===== config.mk =====
export PLATFORM = sky130hd
export DESIGN_NAME = a3_tree_pipe
export DESIGN_NICKNAME = d
export VERILOG_FILES = /design/src/rtl/a3_tree_pipe.sv
export SDC_FILE = /design/constraint.sdc
export NUM_CORES = 1
export LEC_CHECK = 0
export CAP_MARGIN = 10
export CORE_AREA = 4 4 41 43
export CTS_BUF_LIST = sky130_fd_sc_hd__clkbuf_4 sky130_fd_sc_hd__clkbuf_8 sky130_fd_sc_hd__clkbuf_16
export DETAILED_ROUTE_END_ITERATION = 6
export DIE_AREA = 0 0 45 47
export GPL_TIMING_DRIVEN = 0
export PLACE_DENSITY = 0.53
export SYNTH_ARGS = -nofsm -noshare
export SYNTH_HDL_FRONTEND = slang
export SYNTH_SLANG_ARGS = --single-unit

===== constraint.sdc =====
create_clock -name ck -period 1.16 [get_ports ck]
set_input_delay 0.174 -clock ck [delete_from_list [all_inputs] [get_ports ck]]
set_output_delay 0.174 -clock ck [all_outputs]
set_load 0.01 [all_outputs]

===== src/rtl/a3_tree_pipe.sv =====
// a3_tree_pipe
// Pipelined N-input AND / NAND reduction built from 3-input AND levels.
// Each tree level is one register stage with its own valid flag. The stages
// hand off through a valid/ready chain, so the critical path per stage is a
// single 3-input AND plus the handshake logic.
//
// Parameters
//   WIDTH  : number of operand bits, legal range 1 .. 243
//   INV    : 0 -> q = AND of all bits, 1 -> q = NAND of all bits
//   LEVELS : derived, smallest L >= 1 with 3^L >= WIDTH (pipeline depth)
//
// Ports
//   ck     in   clock, rising edge
//   rst    in   asynchronous active-high reset, flushes the pipe
//   i      in   operand bits [WIDTH-1:0]
//   i_v    in   operand valid
//   i_rdy  out  operand accepted this cycle when i_v is also high
//   q      out  registered reduction result
//   q_v    out  result valid
//   q_rdy  in   downstream accepts the result this cycle
module a3_tree_pipe #(
   parameter int WIDTH = 9,
   parameter bit INV   = 1'b0
) (
   input  logic             ck,
   input  logic             rst,
   input  logic [WIDTH-1:0] i,
   input  logic             i_v,
   output logic             i_rdy,
   output logic             q,
   output logic             q_v,
   input  logic             q_rdy
);

   // Depth of the tree: smallest L >= 1 such that 3^L covers WIDTH.
   function automatic int calc_levels(input int w);
      int l;
      int p;
      l = 1;
      p = 3;
      while (p < w) begin
         p = p * 3;
         l = l + 1;
      end
      return l;
   endfunction

   // Width of tree level k: ceil(w / 3^(k+1)).
   function automatic int lvl_width(input int w, input int k);
      int p;
      p = 3;
      for (int j = 0; j < k; j++) begin
         p = p * 3;
      end
      return (w + p - 1) / p;
   endfunction

   localparam int LEVELS = calc_levels(WIDTH);

   // Per-level valid flags and advance strobes (content moves up this edge).
   logic [LEVELS-1:0] v;
   logic [LEVELS-1:0] adv;

   // Advance chain, evaluated from the output side downwards. A stage moves
   // its content up when the next stage is empty or is itself moving on,
   // which makes bubbles collapse without extra buffering.
   always_comb begin
      adv              = '0;
      adv[LEVELS-1]    = v[LEVELS-1] & q_rdy;
      for (int k = LEVELS - 2; k >= 0; k--) begin
         adv[k] = v[k] & (~v[k+1] | adv[k+1]);
      end
   end

   // Input side: forced low during reset so nothing is taken while flushing.
   assign i_rdy = ~rst & (~v[0] | adv[0]);

   for (genvar k = 0; k < LEVELS; k++) begin : g_lvl
      localparam int IW = (k == 0) ? WIDTH : lvl_width(WIDTH, k - 1);
      localparam int OW = lvl_width(WIDTH, k);

      logic [IW-1:0]   src;   // data feeding this level
      logic [3*OW-1:0] pad;   // src widened to whole groups of 3
      logic [OW-1:0]   red;   // 3-input AND of each group
      logic [OW-1:0]   nxt;   // value loaded into this level
      logic [OW-1:0]   d;     // level data register
      logic            vr;    // level valid register
      logic            ld;    // level loads this edge

      if (k == 0) begin : g_src
         assign src = i;
         assign ld  = i_v & i_rdy;
      end else begin : g_src
         assign src = g_lvl[k-1].d;
         assign ld  = adv[k-1];
      end

      // Missing bits of an incomplete group are 1, the identity for AND.
      if (3 * OW > IW) begin : g_pad
         assign pad = {{(3 * OW - IW){1'b1}}, src};
      end else begin : g_nopad
         assign pad = src;
      end

      // Group reduction for this level.
      always_comb begin
         red = '0;
         for (int j = 0; j < OW; j++) begin
            red[j] = &pad[3*j +: 3];
         end
      end

      // The output level is one bit wide and stores the result with the
      // polarity already applied, so q comes straight from a flop.
      if (k == LEVELS - 1) begin : g_last
         assign nxt = red ^ {OW{INV}};
         assign q   = d[0];
         assign q_v = vr;
      end else begin : g_mid
         assign nxt = red;
      end

      assign v[k] = vr;

      // Level register: load on handoff from below; when the content moves up
      // with no refill the level goes empty; otherwise it holds (stall).
      always_ff @(posedge ck or posedge rst) begin
         if (rst) begin
            d  <= '0;
            vr <= 1'b0;
         end else if (ld) begin
            d  <= nxt;
            vr <= 1'b1;
         end else if (adv[k]) begin
            vr <= 1'b0;
         end else begin
            vr <= vr;
         end
      end
   end

endmodule


==> summary.txt <==
OUTCOME
--------------------------------------------------------------------------------------
Outcome ................................................................. finished with violations
Violations in the final reports ......................................... negative hold slack

LOGIC SYNTHESIS
--------------------------------------------------------------------------------------
Count of mapped cells out of synthesis ..................................           22
Post-Synthesis Mean Instance Area .......................................     13.6 um2
Number of distinct standard cells referenced by the synthesized netlist .           10
Cell area after synthesis ...............................................      300 um2
Cell types with the largest area share after synthesis .................. sky130_fd_sc_hd__dfrtp_1, sky130_fd_sc_hd__mux2_4, sky130_fd_sc_hd__and3_1, sky130_fd_sc_hd__nand3b_4, sky130_fd_sc_hd__nand3_4
Warnings, synthesis .....................................................            0
Total nets after synthesis ..............................................           35
Sequential cell area fraction in the yosys report .......................        50.0%
Number of flip-flops and latches in the synthesized netlist .............            6
Top cell type's share of synthesized area ...............................        50.0%
Biggest area consumer among synthesized cells ........................... sky130_fd_sc_hd__dfrtp_1

PLACEMENT
--------------------------------------------------------------------------------------
Post-place instance area ................................................      469 um2
Gp weighted congestion ..................................................        0.708
Number of buffers added on ports ........................................           15

CELLS AND AREA
--------------------------------------------------------------------------------------
Most frequent standard cell in the layout excluding fill and tap cells .. sky130_fd_sc_hd__clkdlybuf4s50_1
Multi-input combinational cell area .....................................      148 um2
Ratio of cells with drive above 1 in the final layout ...................        32.6%
Number of nets in the layout ............................................           58
Commonest non-fill, non-tap cells in the layout ......................... sky130_fd_sc_hd__clkdlybuf4s50_1, sky130_fd_sc_hd__dfrtp_1, sky130_fd_sc_hd__and3_1
Final design instance area without fill .................................      522 um2
End-of-flow core utilization ............................................        40.1%
Layout Area Growth over Synthesis .......................................        73.7%
Antenna fix cells .......................................................            0
Sequential standard cell area ...........................................      150 um2
Total of fill cells in the finished design ..............................          145

TIMING
--------------------------------------------------------------------------------------
Headroom to the max-slew limit ..........................................        90.3%
Slew at the pin closest to its max-slew limit ...........................     0.145 ns
RSZ-0062 raised after global routing ....................................         true
Hold Fails Final Rpt ....................................................            6
Worst hold-check slack ..................................................    -0.138 ns
Final min period ........................................................      1.15 ns
Maximum clock frequency .................................................      870 MHz
Number of max-slew violations in the final report .......................            0
Final setup TNS .........................................................         0 ns
Final period util .......................................................        99.0%
Count of final setup violators ..........................................            0
Maximum clock skew at final layout ......................................  0.000500 ns

CTS
--------------------------------------------------------------------------------------
Number of levels in the clock H-tree ....................................            1
Bufs on Longest Clock Path ..............................................            2
Clock tree from TritonCTS ...............................................        built
Clk Latency, worst-skew pair ............................................      0.23 ns
Hold-fix buffers, CTS ...................................................            0
Root Buffer ............................................................. sky130_fd_sc_hd__clkbuf_4
Number of buffers inserted during clock tree synthesis ..................            3
Clock transition at path regs ...........................................      0.04 ns
Sink count of the clock tree ............................................            6

MIN PATH
--------------------------------------------------------------------------------------
Kind of path behind the tightest hold check ............................. input port to async pin

DIE
--------------------------------------------------------------------------------------
Placement row count .....................................................           13
Die outline area ........................................................  0.00212 mm2
Floorplan core area .....................................................  0.00130 mm2
Floorplan die width .....................................................        45 um
Effective utilization at floorplan ......................................        23.1%
Die H ...................................................................        47 um
IO Count ................................................................           16

DRT
--------------------------------------------------------------------------------------
Post-DR wirelength/cell .................................................      9.79 um
Overall via count from detail_route .....................................          233
Vias/cell ...............................................................         4.02
Remaining antenna violation count after routing .........................            0
DRC violation total after the first TritonRoute iteration ...............            3
Routed Wire Length ......................................................       568 um
Total iterations of the first detailed-routing run ......................            2
Number of design rule violations left after detail routing ..............            0

GRT
--------------------------------------------------------------------------------------
Number of global-route vias before repair ...............................          227
Global Route Usage Sum ..................................................        6.13%
Overall overflow remaining after global route ...........................            0
Maximum number of pins on one net before global-route repair ............            9
Number of antenna violations at the first check in global routing .......            0
Global-route wire length before repair ..................................       876 um

WORST SETUP PATH
--------------------------------------------------------------------------------------
Nature of the critical path endpoint ....................................  output port
Biggest fanout along the worst timing path ..............................            3
Kind of start point of the critical path ................................         flop
Required time reported for the critical path endpoint ...................      0.99 ns
Kind of critical path ................................................... flop to output port
Worst Path Arrival ......................................................      0.97 ns

POWER
--------------------------------------------------------------------------------------
LEAKAGE .................................................................     0.287 nW
Total power .............................................................       534 uW
Ratio of total power to cell area .......................................  1020 mW/mm2
Share of power burned in combinational logic ............................        21.0%
Fraction of power spent switching nets ..................................        21.0%
Cell-internal power .....................................................       422 uW
Worst ir drop on vdd ....................................................     0.365 mV
Total net switching power ...............................................       112 uW
Clk pwr share ...........................................................        33.9%
Relative contribution of sequential cells to total power ................        45.1%

JOB
--------------------------------------------------------------------------------------
Max-cap viol count ......................................................            0

[synth_stat cells]
cell type	n
sky130_fd_sc_hd__nand3_4	1
sky130_fd_sc_hd__nand3b_4	1
sky130_fd_sc_hd__nand2_1	2
sky130_fd_sc_hd__inv_2	1
sky130_fd_sc_hd__and2_2	1
sky130_fd_sc_hd__mux2_1	1
sky130_fd_sc_hd__and3_1	4
sky130_fd_sc_hd__nand2b_1	2
sky130_fd_sc_hd__dfrtp_1	6
sky130_fd_sc_hd__mux2_4	3
[repair_timing]
action / in CTS / in global routing
endpoints found under the setup margin: 3 / 4
pin swaps: 0 / 2
buffers inserted: 1 / 2
hold endpoints to repair: 0 / 6
gates resized for setup: 7 / 5
[state kept, by name, summed over array words and instances, names as in the netlist]
signal / flops
g_lvl.d: 3
g_lvl.vr: 1
q: 1
q_v: 1
[power groups by stage]
stage	Combinational [mW]	Clock (mW)	Sequential, mW
6_report	0.112	0.181	0.241
5_1_grt	0.120	0.208	0.243
4_1_cts	0.103	0.194	0.241
3_5_place_dp	0.107	0	0.244
3_3_place_gp	0.105	0	0.243
2_1_floorplan	0.0450	0	0.244
[path summary, 6_finish.rpt]
| check | from | endpoint | slack, ns | cells after the start |
|---|---|---|---|---|
| hold / removal | rst | g_lvl[0].d[0] | -0.14 | 2 |
| min in group ck | q_rdy | q_v | 0.39 | 3 |
| setup / recovery | q_v | i_rdy | 0.01 | 3 |
| hold reg to reg | q | q | 0.48 | 1 |
| setup reg to reg | q_v | g_lvl[0].d[0] | 0.02 | 4 |
| max in group asynchronous | rst | g_lvl[0].d[2] | 1.17 | 2 |
[routing by layer]
layer / vias to the layer above / track usage (%) / wire [um]
li1: 118 / - / -
met1: 100 / 6.96 / 248
met2: 15 / 8.76 / 243
met3: 0 / 3.83 / 76
met4: 0 / 3.51 / 0
met5: - / 0 / 0
[through the flow]
step                      std cells  worst slack [ns]
after floorplan                  22            0.0952
after global placement           52            -0.469
after detailed placement         52            -0.494
after CTS                        56           -0.0662
after global routing             58           -0.0472
final                            58            0.0111
[worst max-delay path: stages, from the launching register on]
cell	delay [ns]
sky130_fd_sc_hd__dfrtp_1	0.39
sky130_fd_sc_hd__nand3b_4	0.09
sky130_fd_sc_hd__and2_4	0.14
sky130_fd_sc_hd__buf_6	0.11
[logic make-up (layout without fill, tap and decap cells)]
logic type             after synthesis  in the layout  share of synthesized area [%]
DFF                                  6              6                           50.0
muxes                                4              4                           18.7
buffers and inverters                1             22                           1.25
and+or+nand+nor                     11             11                           30.0
[cell type report]
| type | count | area share [%] |
|---|---|---|
| inverters | 1 | 1.20 |
| multi-input cells | 15 | 28.3 |
| well taps | 15 | 3.60 |
| repair buffers | 18 | 33.8 |
| clock buffers | 3 | 4.32 |
| flip-flops and latches | 6 | 28.8 |
Note: power is estimated with default switching activity, not from simulation.
